<file path="config.mk">
export PLATFORM = sky130hd
export DESIGN_NAME = data_mem_arbiter_flat
export DESIGN_NICKNAME = d
export VERILOG_FILES = /design/src/rtl/data_mem_arbiter_if.sv /design/src/rtl/data_mem_arbiter.sv /design/src/flat_wrapper.sv
export SDC_FILE = /design/constraint.sdc
export NUM_CORES = 1
export LEC_CHECK = 0
export BUFFER_PORTS_ARGS = -buffer_cell sky130_fd_sc_hd__buf_2
export CORE_MARGIN = 4
export CORE_UTILIZATION = 45
export CTS_CLUSTER_DIAMETER = 40
export CTS_CLUSTER_SIZE = 20
export DETAILED_ROUTE_END_ITERATION = 8
export MAX_ROUTING_LAYER = met4
export PLACE_DENSITY_LB_ADDON = 0.08
export SLEW_MARGIN = 20
export SYNTH_ARGS = -nofsm -noshare
export SYNTH_HDL_FRONTEND = slang
export SYNTH_SLANG_ARGS = --single-unit
</file>
<file path="constraint.sdc">
create_clock -name clk -period 2.7 [get_ports clk]
set_input_delay 0.405 -clock clk [delete_from_list [all_inputs] [get_ports clk]]
set_output_delay 0.405 -clock clk [all_outputs]
set_load 0.05 [all_outputs]
</file>
<file path="src/rtl/data_mem_arbiter_if.sv">
// Bus bundle between the data memory arbiter, its two requesters and the data memory.
// slave = arbiter side, master = requesters plus memory.
interface data_mem_arbiter_if #(
    parameter int DW = 16,
    parameter int AW = 16
);
    logic          r0_req;
    logic          r0_we;
    logic [AW-1:0] r0_addr;
    logic [DW-1:0] r0_wdata;
    logic          r0_gnt;
    logic          r0_rvalid;
    logic [DW-1:0] r0_rdata;

    logic          r1_req;
    logic          r1_we;
    logic [AW-1:0] r1_addr;
    logic [DW-1:0] r1_wdata;
    logic          r1_gnt;
    logic          r1_rvalid;
    logic [DW-1:0] r1_rdata;

    logic          clear_req;
    logic          clear_busy;

    logic [AW-1:0] mem_addr;
    logic [DW-1:0] mem_data_in;
    logic          mem_write;
    logic          mem_read;
    logic [DW-1:0] mem_data_out;

    modport slave (
        input  r0_req, r0_we, r0_addr, r0_wdata,
        output r0_gnt, r0_rvalid, r0_rdata,
        input  r1_req, r1_we, r1_addr, r1_wdata,
        output r1_gnt, r1_rvalid, r1_rdata,
        input  clear_req,
        output clear_busy,
        output mem_addr, mem_data_in, mem_write, mem_read,
        input  mem_data_out
    );

    modport master (
        output r0_req, r0_we, r0_addr, r0_wdata,
        input  r0_gnt, r0_rvalid, r0_rdata,
        output r1_req, r1_we, r1_addr, r1_wdata,
        input  r1_gnt, r1_rvalid, r1_rdata,
        output clear_req,
        input  clear_busy,
        input  mem_addr, mem_data_in, mem_write, mem_read,
        output mem_data_out
    );
endinterface

</file>
<file path="src/rtl/data_mem_arbiter.sv">
// Round-robin arbiter sharing one data memory between two requesters; all outputs registered.
// Define MEM_ARB_CLEAR_EN to build the clear sequencer (CLEAR state, word counter, clear_busy).
module data_mem_arbiter #(
    parameter int DW    = 16,
    parameter int AW    = 16,
    parameter int DEPTH = 16
) (
    input logic               clk,
    input logic               reset,
    data_mem_arbiter_if.slave bus
);
    localparam int CW = (DEPTH > 1) ? $clog2(DEPTH) : 1;

    typedef enum logic [1:0] {
        IDLE,
        ACCESS
`ifdef MEM_ARB_CLEAR_EN
        , CLEAR
`endif
    } state_t;

    typedef struct packed {
        logic          r0_gnt;
        logic          r0_rvalid;
        logic [DW-1:0] r0_rdata;
        logic          r1_gnt;
        logic          r1_rvalid;
        logic [DW-1:0] r1_rdata;
        logic [AW-1:0] mem_addr;
        logic [DW-1:0] mem_data_in;
        logic          mem_write;
        logic          mem_read;
        logic          clear_busy;
    } out_t;

    state_t state_q, state_d;
    logic   last_q, last_d;    // requester granted most recently
    logic   owner_q, owner_d;  // requester owning the access in flight
    out_t   out_q, out_d;
    logic   win;
    logic   pick;
`ifdef MEM_ARB_CLEAR_EN
    logic [CW-1:0] cnt_q, cnt_d;
`endif

    always_comb begin
        // NOTE: every variable is given a default first, so no path through the case can infer a latch.
        state_d            = state_q;
        last_d             = last_q;
        owner_d            = owner_q;
        out_d              = out_q;
        out_d.r0_gnt       = 1'b0;
        out_d.r1_gnt       = 1'b0;
        out_d.r0_rvalid    = 1'b0;
        out_d.r1_rvalid    = 1'b0;
        out_d.mem_write    = 1'b0;
        out_d.mem_read     = 1'b0;
        out_d.clear_busy   = 1'b0;
        win                = 1'b0;
        pick               = 1'b0;
`ifdef MEM_ARB_CLEAR_EN
        cnt_d              = cnt_q;
`endif

        case (state_q)
            IDLE: begin
                if (bus.r0_req && bus.r1_req) begin
                    win  = 1'b1;
                    pick = ~last_q;
                end else if (bus.r0_req) begin
                    win  = 1'b1;
                    pick = 1'b0;
                end else if (bus.r1_req) begin
                    win  = 1'b1;
                    pick = 1'b1;
                end
`ifdef MEM_ARB_CLEAR_EN
                // A clear request outranks any pending access.
                if (bus.clear_req) begin
                    win               = 1'b0;
                    state_d           = CLEAR;
                    cnt_d             = '0;
                    out_d.mem_addr    = '0;
                    out_d.mem_data_in = '0;
                    out_d.mem_write   = 1'b1;
                    out_d.clear_busy  = 1'b1;
                end
`endif
                if (win) begin
                    out_d.mem_addr    = pick ? bus.r1_addr  : bus.r0_addr;
                    out_d.mem_data_in = pick ? bus.r1_wdata : bus.r0_wdata;
                    out_d.mem_write   = pick ? bus.r1_we    : bus.r0_we;
                    out_d.mem_read    = pick ? ~bus.r1_we   : ~bus.r0_we;
                    out_d.r0_gnt      = ~pick;
                    out_d.r1_gnt      = pick;
                    last_d            = pick;
                    owner_d           = pick;
                    state_d           = ACCESS;
                end
            end

            ACCESS: begin
                // Memory read data is combinational on mem_addr, so it is valid by the end of this cycle.
                if (out_q.mem_read) begin
                    if (owner_q) begin
                        out_d.r1_rvalid = 1'b1;
                        out_d.r1_rdata  = bus.mem_data_out;
                    end else begin
                        out_d.r0_rvalid = 1'b1;
                        out_d.r0_rdata  = bus.mem_data_out;
                    end
                end
                state_d = IDLE;
            end

`ifdef MEM_ARB_CLEAR_EN
            CLEAR: begin
                out_d.mem_data_in = '0;
                if (cnt_q == CW'(DEPTH - 1)) begin
                    state_d = IDLE;
                end else begin
                    cnt_d            = cnt_q + CW'(1);
                    out_d.mem_addr   = AW'(cnt_q + CW'(1));
                    out_d.mem_write  = 1'b1;
                    out_d.clear_busy = 1'b1;
                end
            end
`endif

            default: state_d = IDLE;
        endcase
    end

    always_ff @(posedge clk) begin
        // NOTE: state is updated with non-blocking assignments so every register samples pre-edge values.
        if (reset) begin
            state_q <= IDLE;
            last_q  <= 1'b1;
            owner_q <= 1'b0;
            out_q   <= '0;
`ifdef MEM_ARB_CLEAR_EN
            cnt_q   <= '0;
`endif
        end else begin
            state_q <= state_d;
            last_q  <= last_d;
            owner_q <= owner_d;
            out_q   <= out_d;
`ifdef MEM_ARB_CLEAR_EN
            cnt_q   <= cnt_d;
`endif
        end
    end

    assign bus.r0_gnt      = out_q.r0_gnt;
    assign bus.r0_rvalid   = out_q.r0_rvalid;
    assign bus.r0_rdata    = out_q.r0_rdata;
    assign bus.r1_gnt      = out_q.r1_gnt;
    assign bus.r1_rvalid   = out_q.r1_rvalid;
    assign bus.r1_rdata    = out_q.r1_rdata;
    assign bus.mem_addr    = out_q.mem_addr;
    assign bus.mem_data_in = out_q.mem_data_in;
    assign bus.mem_write   = out_q.mem_write;
    assign bus.mem_read    = out_q.mem_read;
    assign bus.clear_busy  = out_q.clear_busy;
endmodule

</file>
<file path="src/flat_wrapper.sv">
// flat-port wrapper written by rule: the top's interface ports become plain ports
module data_mem_arbiter_flat 
#(
    parameter int DW    = 16,
    parameter int AW    = 16,
    parameter int DEPTH = 16
)
  (clk, reset, bus_r0_req, bus_r0_we, bus_r0_addr, bus_r0_wdata, bus_r0_gnt, bus_r0_rvalid, bus_r0_rdata, bus_r1_req, bus_r1_we, bus_r1_addr, bus_r1_wdata, bus_r1_gnt, bus_r1_rvalid, bus_r1_rdata, bus_clear_req, bus_clear_busy, bus_mem_addr, bus_mem_data_in, bus_mem_write, bus_mem_read, bus_mem_data_out);
  data_mem_arbiter_if #(.DW(DW), .AW(AW)) bus_i ();
  input logic clk;
  input logic reset;
  input wire logic [$bits(bus_i.r0_req)-1:0] bus_r0_req;
  input wire logic [$bits(bus_i.r0_we)-1:0] bus_r0_we;
  input wire logic [$bits(bus_i.r0_addr)-1:0] bus_r0_addr;
  input wire logic [$bits(bus_i.r0_wdata)-1:0] bus_r0_wdata;
  output wire logic [$bits(bus_i.r0_gnt)-1:0] bus_r0_gnt;
  output wire logic [$bits(bus_i.r0_rvalid)-1:0] bus_r0_rvalid;
  output wire logic [$bits(bus_i.r0_rdata)-1:0] bus_r0_rdata;
  input wire logic [$bits(bus_i.r1_req)-1:0] bus_r1_req;
  input wire logic [$bits(bus_i.r1_we)-1:0] bus_r1_we;
  input wire logic [$bits(bus_i.r1_addr)-1:0] bus_r1_addr;
  input wire logic [$bits(bus_i.r1_wdata)-1:0] bus_r1_wdata;
  output wire logic [$bits(bus_i.r1_gnt)-1:0] bus_r1_gnt;
  output wire logic [$bits(bus_i.r1_rvalid)-1:0] bus_r1_rvalid;
  output wire logic [$bits(bus_i.r1_rdata)-1:0] bus_r1_rdata;
  input wire logic [$bits(bus_i.clear_req)-1:0] bus_clear_req;
  output wire logic [$bits(bus_i.clear_busy)-1:0] bus_clear_busy;
  output wire logic [$bits(bus_i.mem_addr)-1:0] bus_mem_addr;
  output wire logic [$bits(bus_i.mem_data_in)-1:0] bus_mem_data_in;
  output wire logic [$bits(bus_i.mem_write)-1:0] bus_mem_write;
  output wire logic [$bits(bus_i.mem_read)-1:0] bus_mem_read;
  input wire logic [$bits(bus_i.mem_data_out)-1:0] bus_mem_data_out;
  assign bus_i.r0_req = bus_r0_req;
  assign bus_i.r0_we = bus_r0_we;
  assign bus_i.r0_addr = bus_r0_addr;
  assign bus_i.r0_wdata = bus_r0_wdata;
  assign bus_r0_gnt = bus_i.r0_gnt;
  assign bus_r0_rvalid = bus_i.r0_rvalid;
  assign bus_r0_rdata = bus_i.r0_rdata;
  assign bus_i.r1_req = bus_r1_req;
  assign bus_i.r1_we = bus_r1_we;
  assign bus_i.r1_addr = bus_r1_addr;
  assign bus_i.r1_wdata = bus_r1_wdata;
  assign bus_r1_gnt = bus_i.r1_gnt;
  assign bus_r1_rvalid = bus_i.r1_rvalid;
  assign bus_r1_rdata = bus_i.r1_rdata;
  assign bus_i.clear_req = bus_clear_req;
  assign bus_clear_busy = bus_i.clear_busy;
  assign bus_mem_addr = bus_i.mem_addr;
  assign bus_mem_data_in = bus_i.mem_data_in;
  assign bus_mem_write = bus_i.mem_write;
  assign bus_mem_read = bus_i.mem_read;
  assign bus_i.mem_data_out = bus_mem_data_out;
  data_mem_arbiter #(.DW(DW), .AW(AW), .DEPTH(DEPTH)) u_core (.clk(clk), .reset(reset), .bus(bus_i));
endmodule
</file>
**Word level (Yosys, flattened, before mapping)**

Cells that the tools add are included.

- Add/sub/neg operators: 0
- Multiply operators: 0
- Div/mod/pow operators: 0
- Magnitude comparators: 0
- Eq/ne operators: 0
- Shift operators: 0
- Mux-type cells: 13
- Bitwise logic cells: 9
- Reductions and logical operators: 8

Operators with widths:

| cell | count |
|---|---|
| 17-bit 2-to-1 mux | 2 |
| 16-bit 2-to-1 mux | 2 |
| 1-bit 2-to-1 mux | 9 |
| 1-bit NOT | 9 |
| 3-bit AND reduction | 2 |
| 3-bit OR reduction | 2 |
| 2-bit logical NOT | 1 |
| 2-bit AND reduction | 1 |
| 2-bit OR reduction | 1 |
| 1-bit logical AND | 1 |

- Register bits: 73
- Bits in latches: 0
- Memory bits (writable): 0
- ROM bits: 0
- Bits of input ports: 87
- Output and inout port bits: 71
- Memories kept: 0

**Logic depth before layout (Yosys ltp)**

Gate-level depths: netlist of the first run.

- Depth in word-level cells: 6
- Mapped depth: 6

**Worst setup path after synthesis of the first run**

No wires, ideal clock.

- Path kind: register to register
- Start point: register u_core.out_q, in the netlist u_core.bus.mem_read
- End point: register u_core.out_q, in the netlist u_core.bus.r0_rdata[10]
- Setup time: 0.132 ns
- Arrival time: 1.298 ns
- Data required time: 2.568 ns
- Path slack: 1.270 ns
- Stages on the path, launching flop included: 5
- Buffers on the path: 1
- Clock period less this slack: 1.430 ns
- Cells stage by stage: dfxtp_1 > nand3b_1 > buf_2 > nand2_1 > a21oi_1

- Cells in the longest elaborated chain, start to end: 1

RTL lines:

| element | line | text |
|---|---|---|
| start: declaration | data_mem_arbiter.sv:39 | `out_t out_q, out_d;` |
| start signal: assignment | data_mem_arbiter.sv:148 | `out_q <= out_d;` |
| 3-bit AND reduction (no source line) | n/a |  |

No other way between the ends.
A chain may end at the register's enable or synchronous reset.

**Worst setup path after layout of the first run**

- Start point: register u_core.state_q[0]
- End point: register u_core.out_q, in the netlist u_core.bus.mem_addr[12]

- Cells in the longest elaborated chain, start to end: 2

RTL lines:

| element | line | text |
|---|---|---|
| start: declaration | data_mem_arbiter.sv:36 | `state_t state_q, state_d;` |
| start signal: assignment | data_mem_arbiter.sv:145 | `state_q <= state_d;` |
| 2-bit logical NOT | data_mem_arbiter.sv:65 | `case (state_q)` |
| 2-bit AND reduction (no source line) | n/a |  |

No other way between the ends.

==> impl_results.md, run 1 <==
* Placed Instances at 557
* Worst-path maximum fanout at 32
* Drt pass-1 iters at 4
* R2R Path End: u_core.bus.mem_addr[12]
* Kind of critical path: flop to flop
* Pin count of the biggest net entering global routing at 41
* Initial antenna violation count at 0
* Status: finished clean
* Clock transition at path regs at 80 ps
* CP Capture Type: flop
* TritonCTS clock tree: built
* Max-slew violation count at 0
* Net Sw Power at 0.8479 mW
* Routed via count at 2901
* Total gr overflow at 0
* #FFs+latches synth at 73
* Pwr Density at 675.7 nW/um^2
* Layout cell share with drive strength beyond 1 at 42.54%
* Hold depth at 3
* Reg power frac at 43.6%
* Min cycle time layout at 1582 ps
* Count of cell types in the netlist at 28
* Fin crit share at 58.60%
* Number of global-route vias before repair at 2887
* Fraction of registers with async set/reset at 0%
* Clock group share of total power at 34.8%
* # hold bufs at CTS at 0
* Placed cell area at 3751 sq um
* Fin Setup TNS at 0 ps
* Chip Height at 89.88 microns
* Fin nets at 578
* Post-CTS setup buffer count at 0
* IO buf count at 155
* Maximum vdd drop at 0.3586 mV
* EDFF count, synth at 0
* DR vias/cell at 5.063
* Commonest cells post-synth: nand2_1, dfxtp_1, a21oi_1, nor2_1, a211oi_2
* Sw frac at 31.61%
* H-tree depth at 3
* Headroom to the max-slew limit at 49.86%
* Worst clock skew at 9.119 ps
* P_int at 1.834 mW
* Row count at 29
* RSZ-0062 raised after global routing: false
* Routability cong. at 0.7681
* Final Hold Viols at 0
* Reg-to-Reg Start: u_core.state_q[0]
* YS warnings at 0
* Area growth from synthesis to layout at 31.61%
* Max Clock Freq at 632.1 MHz
* First-pass GRT wire length at 13390 microns
* Required time of the critical path at 2950 ps
* # DRC at 0
* Count leader, synth: nand2_1
* DPL Wire Length at 5656 microns
* Pin slew with the least headroom to its limit at 752.1 ps
* Initial Utilization at 46.97%
* Mapped Cells at 349
* Later-pin clock latency in the skew report at 340 ps
* Reg2Reg Depth at 3
* Synth Area per Inst at 8.644 sq um
* Placeable Area at 6422 sq um
* Crit path DAT at 1830 ps
* Static Leak at 1.848 nW
* Resize count post-CTS at 0
* Tot GR Track Use at 20.49%
* WL final at 8074 microns
* Syn Nets at 436
* Share of the synthesized area in the top cell type at 48.44%
* End point of the worst hold path: u_core.bus.r1_rdata[11]
* # IOs at 158
* Reg-to-reg slack, setup at 1120 ps
* Clock root buffer: clkbuf_8
* Post-route cell area at 3970 sq um
* Max Root-Sink Buffers at 2
* Worst Hold Class: primary input to flop
* Final Setup Violations at 0
* 1st-iter DRT viols at 112
* CP Launch Type: flop
* Die X at 89.88 microns
* Comb power frac at 21.6%
* Wire per inst at 14.09 microns
* Non-Filler Instances at 573
* HP Start: bus_mem_data_out[11]
* Max Cap Viol at 0
* Diodes inserted at 0
* Post-synth top area cell: dfxtp_1
* Main flop type after synthesis: dfxtp_1
* CTS buffer count at 9
* Ranking of synthesized cells by area: dfxtp_1, nand2_1, a211oi_2
* # clock sinks at 73
* Sequential-to-total area share from yosys stat at 48.44%
* Die area at 8078 sq um
* Final ANT Viol Nets at 0
* Post-Syn Area at 3017 sq um
-- area by class of cell --
class | instances | area (sq um)
multi-input combinational | 247 | 1368
clock inverter | 6 | 91.34
sequential | 73 | 1461
fill | 593 | 2452
tap | 77 | 96.34
timing repair buffer | 160 | 825.8
clock buffer | 10 | 127.6
-- sequential cells by signal, indices dropped and copies added (netlist names) --
signal / flops
u_core.bus.mem_addr: 16
u_core.last_q: 1
u_core.bus.r0_rvalid: 1
u_core.bus.mem_data_in: 16
u_core.bus.r0_gnt: 1
u_core.owner_q: 1
u_core.bus.mem_read: 1
u_core.bus.r0_rdata: 16
u_core.bus.mem_write: 1
u_core.state_q: 1
u_core.bus.r1_gnt: 1
u_core.bus.r1_rdata: 16
u_core.bus.r1_rvalid: 1
-- stage by stage --
| step | hold WS (ps) | utilization [%] | total power [mW] | worst slack, ps |
|---|---|---|---|---|
| finish | 308.2 | 61.82 | 2.682 | 1118 |
| global route | 302.4 | 61.82 | 2.804 | 964.0 |
| CTS | 292.2 | 61.82 | 2.709 | 1101 |
| detailed placement | 443.0 | 58.41 | 1.777 | 1005 |
| global placement | 438.7 | 58.41 | 1.766 | 1021 |
| floorplan | 498.1 | - | 1.624 | 1270 |
-- critical path, cell delays in order (launching register included) --
cell and delay [ps]:
dfxtp_1 390, o21ba_2 750, nor2_1 110, a211oi_2 230
-- worst max path at each step --
stage / from / to / slack (ps) / cells past startpoint
after global routing: u_core.state_q[0] / u_core.bus.mem_addr[0] / 960 / 3
after CTS: u_core.state_q[0] / u_core.bus.mem_data_in[7] / 1100 / 3
after detailed placement: bus_r1_req / u_core.bus.mem_addr[0] / 1010 / 5
final: u_core.state_q[0] / u_core.bus.mem_addr[12] / 1120 / 3
after floorplan: u_core.bus.mem_read / u_core.bus.r0_rdata[10] / 1270 / 4
after global placement: bus_r1_req / u_core.bus.mem_addr[1] / 1020 / 5
-- power by group through the flow --
| stage | Clock (mW) | Combinational, mW | Sequential [mW] |
|---|---|---|---|
| floorplan | 0 | 0.233 | 1.39 |
| global placement | 0 | 0.575 | 1.19 |
| detailed placement | 0 | 0.583 | 1.19 |
| CTS | 0.956 | 0.584 | 1.17 |
| global route | 1.00 | 0.624 | 1.18 |
| finish | 0.935 | 0.579 | 1.17 |
-- placed cells by master (no fill, tap or decap) --
cell / netlist / routed
nor3_1: 3 / 3
buf_2: 7 / 155
o22ai_1: 1 / 1
buf_4: 6 / 4
clkbuf_1: 8 / 1
dfxtp_1: 73 / 73
a2bb2oi_1: 1 / 1
inv_6: 0 / 1
nor2b_1: 1 / 1
clkinvlp_4: 0 / 3
bufinv_16: 0 / 2
buf_12: 0 / 1
a211oi_1: 3 / 3
a21boi_4: 1 / 1
a21oi_2: 4 / 4
clkbuf_8: 0 / 9
nand2_1: 97 / 97
and3_1: 1 / 1
o21ba_2: 1 / 1
a211oi_2: 29 / 29
nand3_1: 1 / 1
conb_1: 1 / 1
and2_1: 1 / 1
o21bai_4: 1 / 1
nand3b_1: 1 / 1
nor2_1: 36 / 36
and3b_1: 1 / 1
nand2b_1: 1 / 1
a21oi_1: 60 / 60
a21bo_1: 1 / 1
mux2i_1: 1 / 1
-- cells by family (layout without fill, tap and decap cells) --
kind of cell	after synthesis	after routing	share of synthesized area (%)
buffers and inverters	29	176	6.221
AND/OR/NAND/NOR	143	143	18.58
other	1	1	0.1243
multiplexers	1	1	0.3318
flip-flops	73	73	48.44
AO/OA/AOI/OAI	102	102	26.30
-- routing by layer --
metal	up-vias	track usage, %	share of wire, %	wire [microns]
met5	-	-	0	0
met3	10	4.841	7.3	587
li1	1450	-	-	-
met2	103	33.52	48	3904
met1	1338	24.37	43	3464
met4	0	8.418	1.4	117
No activity file was read; power rests on OpenSTA's default activity.
==> run 2: changes to the inputs <==
--- a/config.mk
+++ b/config.mk
@@ -7,7 +7,7 @@
 export LEC_CHECK = 0
 export BUFFER_PORTS_ARGS = -buffer_cell sky130_fd_sc_hd__buf_2
 export CORE_MARGIN = 4
-export CORE_UTILIZATION = 45
+export CORE_UTILIZATION = 41
 export CTS_CLUSTER_DIAMETER = 40
 export CTS_CLUSTER_SIZE = 20
 export DETAILED_ROUTE_END_ITERATION = 8
==> constraint.sdc (replaced) <==
create_clock -name clk -period 1.3 [get_ports clk]
set_input_delay 0.195 -clock clk [delete_from_list [all_inputs] [get_ports clk]]
set_output_delay 0.195 -clock clk [all_outputs]
set_load 0.05 [all_outputs]
==> impl_results.md, run 2 (synthesized netlist as in run 1, its figures left out) <==
* Maximum vdd drop at 0.8136 mV
* First-pass GRT wire length at 12430 microns
* Worst Hold Class: primary input to flop
* CP max stage cell: dfxtp_1
* Hold WS at 95.74 ps
* Routed via count at 2931
* Min cycle time layout at 1180 ps
* 1st-iter DRT viols at 76
* Die X at 93.78 microns
* # DRC at 0
* Pwr Density at 1455 nW/um^2
* Max-slew violation count at 0
* Multi-input combinational cell area at 1374 sq um
* Critical path cell sequence: a21bo_4 > buf_12 > nand2_1 > a211oi_1
* Non-Filler Instances at 608
* IO buf count at 155
* # IOs at 158
* Fin nets at 592
* Crit path DAT at 1430 ps
* Number of global-route vias before repair at 2723
* Initial antenna violation count at 0
* # hold bufs at CTS at 0
* Max Cap Viol at 0
* Area growth from synthesis to layout at 41.19%
* CTS buffer count at 9
* CP max stage delay at 430 ps
* Placeable Area at 7214 sq um
* Chip Height at 93.78 microns
* CP Buf/Inv Count at 1
* Worst-path maximum fanout at 20
* Later-pin clock latency in the skew report at 340 ps
* Final Hold Viols at 0
* Initial Utilization at 41.81%
* H-tree depth at 3
* Most frequent cells in the layout: buf_2, nand2_1, dfxtp_1
* Fin crit share at 90.80%
* WL final at 8165 microns
* Total gr overflow at 0
* Tot GR Track Use at 18.43%
* Diodes inserted at 0
* Final Setup Violations at 0
* Crit-path leading delay family: compound AO/OA/AOI/OAI gates
* Static Leak at 1.986 nW
* Placed Instances at 593
* Reg-to-reg slack, setup at 120 ps
* Drt pass-1 iters at 4
* DPL Wire Length at 5938 microns
* Pin count of the biggest net entering global routing at 27
* Status: finished clean
* Die area at 8794 sq um
* TritonCTS clock tree: built
* Row count at 31
* Most common cell after layout, fill and taps aside: buf_2
* Max Root-Sink Buffers at 2
* Final ANT Viol Nets at 0
* Fill count at 698
* DR vias/cell at 4.821
* Max Clock Freq at 847.2 MHz
* Layout cell share with drive strength beyond 1 at 44.79%
* Clock root buffer: clkbuf_8
* Required time of the critical path at 1550 ps
* Wire per inst at 13.43 microns
* CP Launch Type: flop
* Worst clock skew at 7.818 ps
* Routability cong. at 0.7454
* Clock transition at path regs at 80 ps
* Register area at 1464 sq um
* Kind of critical path: flop to flop
* RSZ-0062 raised after global routing: false
* Overall power at 6.196 mW
* CP Capture Type: flop
* # clock sinks at 73
-- run 2: changes by cell type in the layout (fill, tap and decap cells not counted) --
cell        delta
clkbuf_1       -1
a21bo_4        +1
clkinvlp_4     -3
dfxtp_1        -2
buf_4          +7
buf_12         +7
inv_6          -1
dfxtp_2        +2
bufinv_16      +3
clkinv_2       +1
a21bo_1        -1
-- run 2: worst reg2reg max path, delay by kind of cell, from the launching register on --
| kind | cells | cell delay, ps |
|---|---|---|
| compound gates | 2 | 430 |
| buf+inv | 1 | 170 |
| flops | 1 | 430 |
| simple gates | 1 | 60 |
-- run 2: power by group --
part	switching, mW	internal [mW]	leakage (nW)
Clock	0.826	1.65	0.139
Sequential	0.0657	2.36	0.599
Combinational	0.856	0.434	1.25
-- run 2: repair_timing --
action / in CTS / in global routing
endpoints found under the hold margin: 0 / 0
setup buffers: 0 / 0
pin swaps: 0 / 0
gates resized for setup: 1 / 2
endpoints found under the setup margin: 8 / 14
-- run 2: worst paths after layout --
path | start | end | depth (start not counted)
hold reg to reg | u_core.bus.r1_rdata[9] | u_core.bus.r1_rdata[9] | 2
setup / recovery | u_core.last_q | u_core.bus.mem_data_in[15] | 4
setup reg to reg | u_core.last_q | u_core.bus.mem_data_in[15] | 4
hold / removal | bus_mem_data_out[10] | u_core.bus.r0_rdata[10] | 3
-- run 2: cell type report --
| class | instances | area share, % |
|---|---|---|
| flip-flops and latches | 73 | 34.37 |
| multi-input cells | 247 | 32.26 |
| repair buffers | 174 | 23.91 |
| clock inverters | 6 | 3.643 |
| clock buffers | 9 | 2.908 |
| well taps | 99 | 2.908 |
-- run 2: per-stage QoR --
step / setup slack [ps] / TNS, ps / util [%] / cell area, sq um
after global routing: 8.990 / 0 / 59.04 / 4259
after floorplan: 94.95 / 0 / - / 3018
final: 119.7 / 0 / 59.04 / 4259
after CTS: 45.75 / 0 / 58.93 / 4252
after detailed placement: -2.667 / -2.667 / 55.06 / 3973
after global placement: 56.46 / 0 / 55.06 / 3973
-- run 2: metal layers --
metal | vias up | share of wire, % | track usage [%]
li1 | 1479 | - | -
met1 | 1338 | 43 | 21.51
met2 | 97 | 47 | 29.57
met3 | 17 | 7.0 | 4.647
met4 | 0 | 2.4 | 9.025
met5 | - | 0 | -
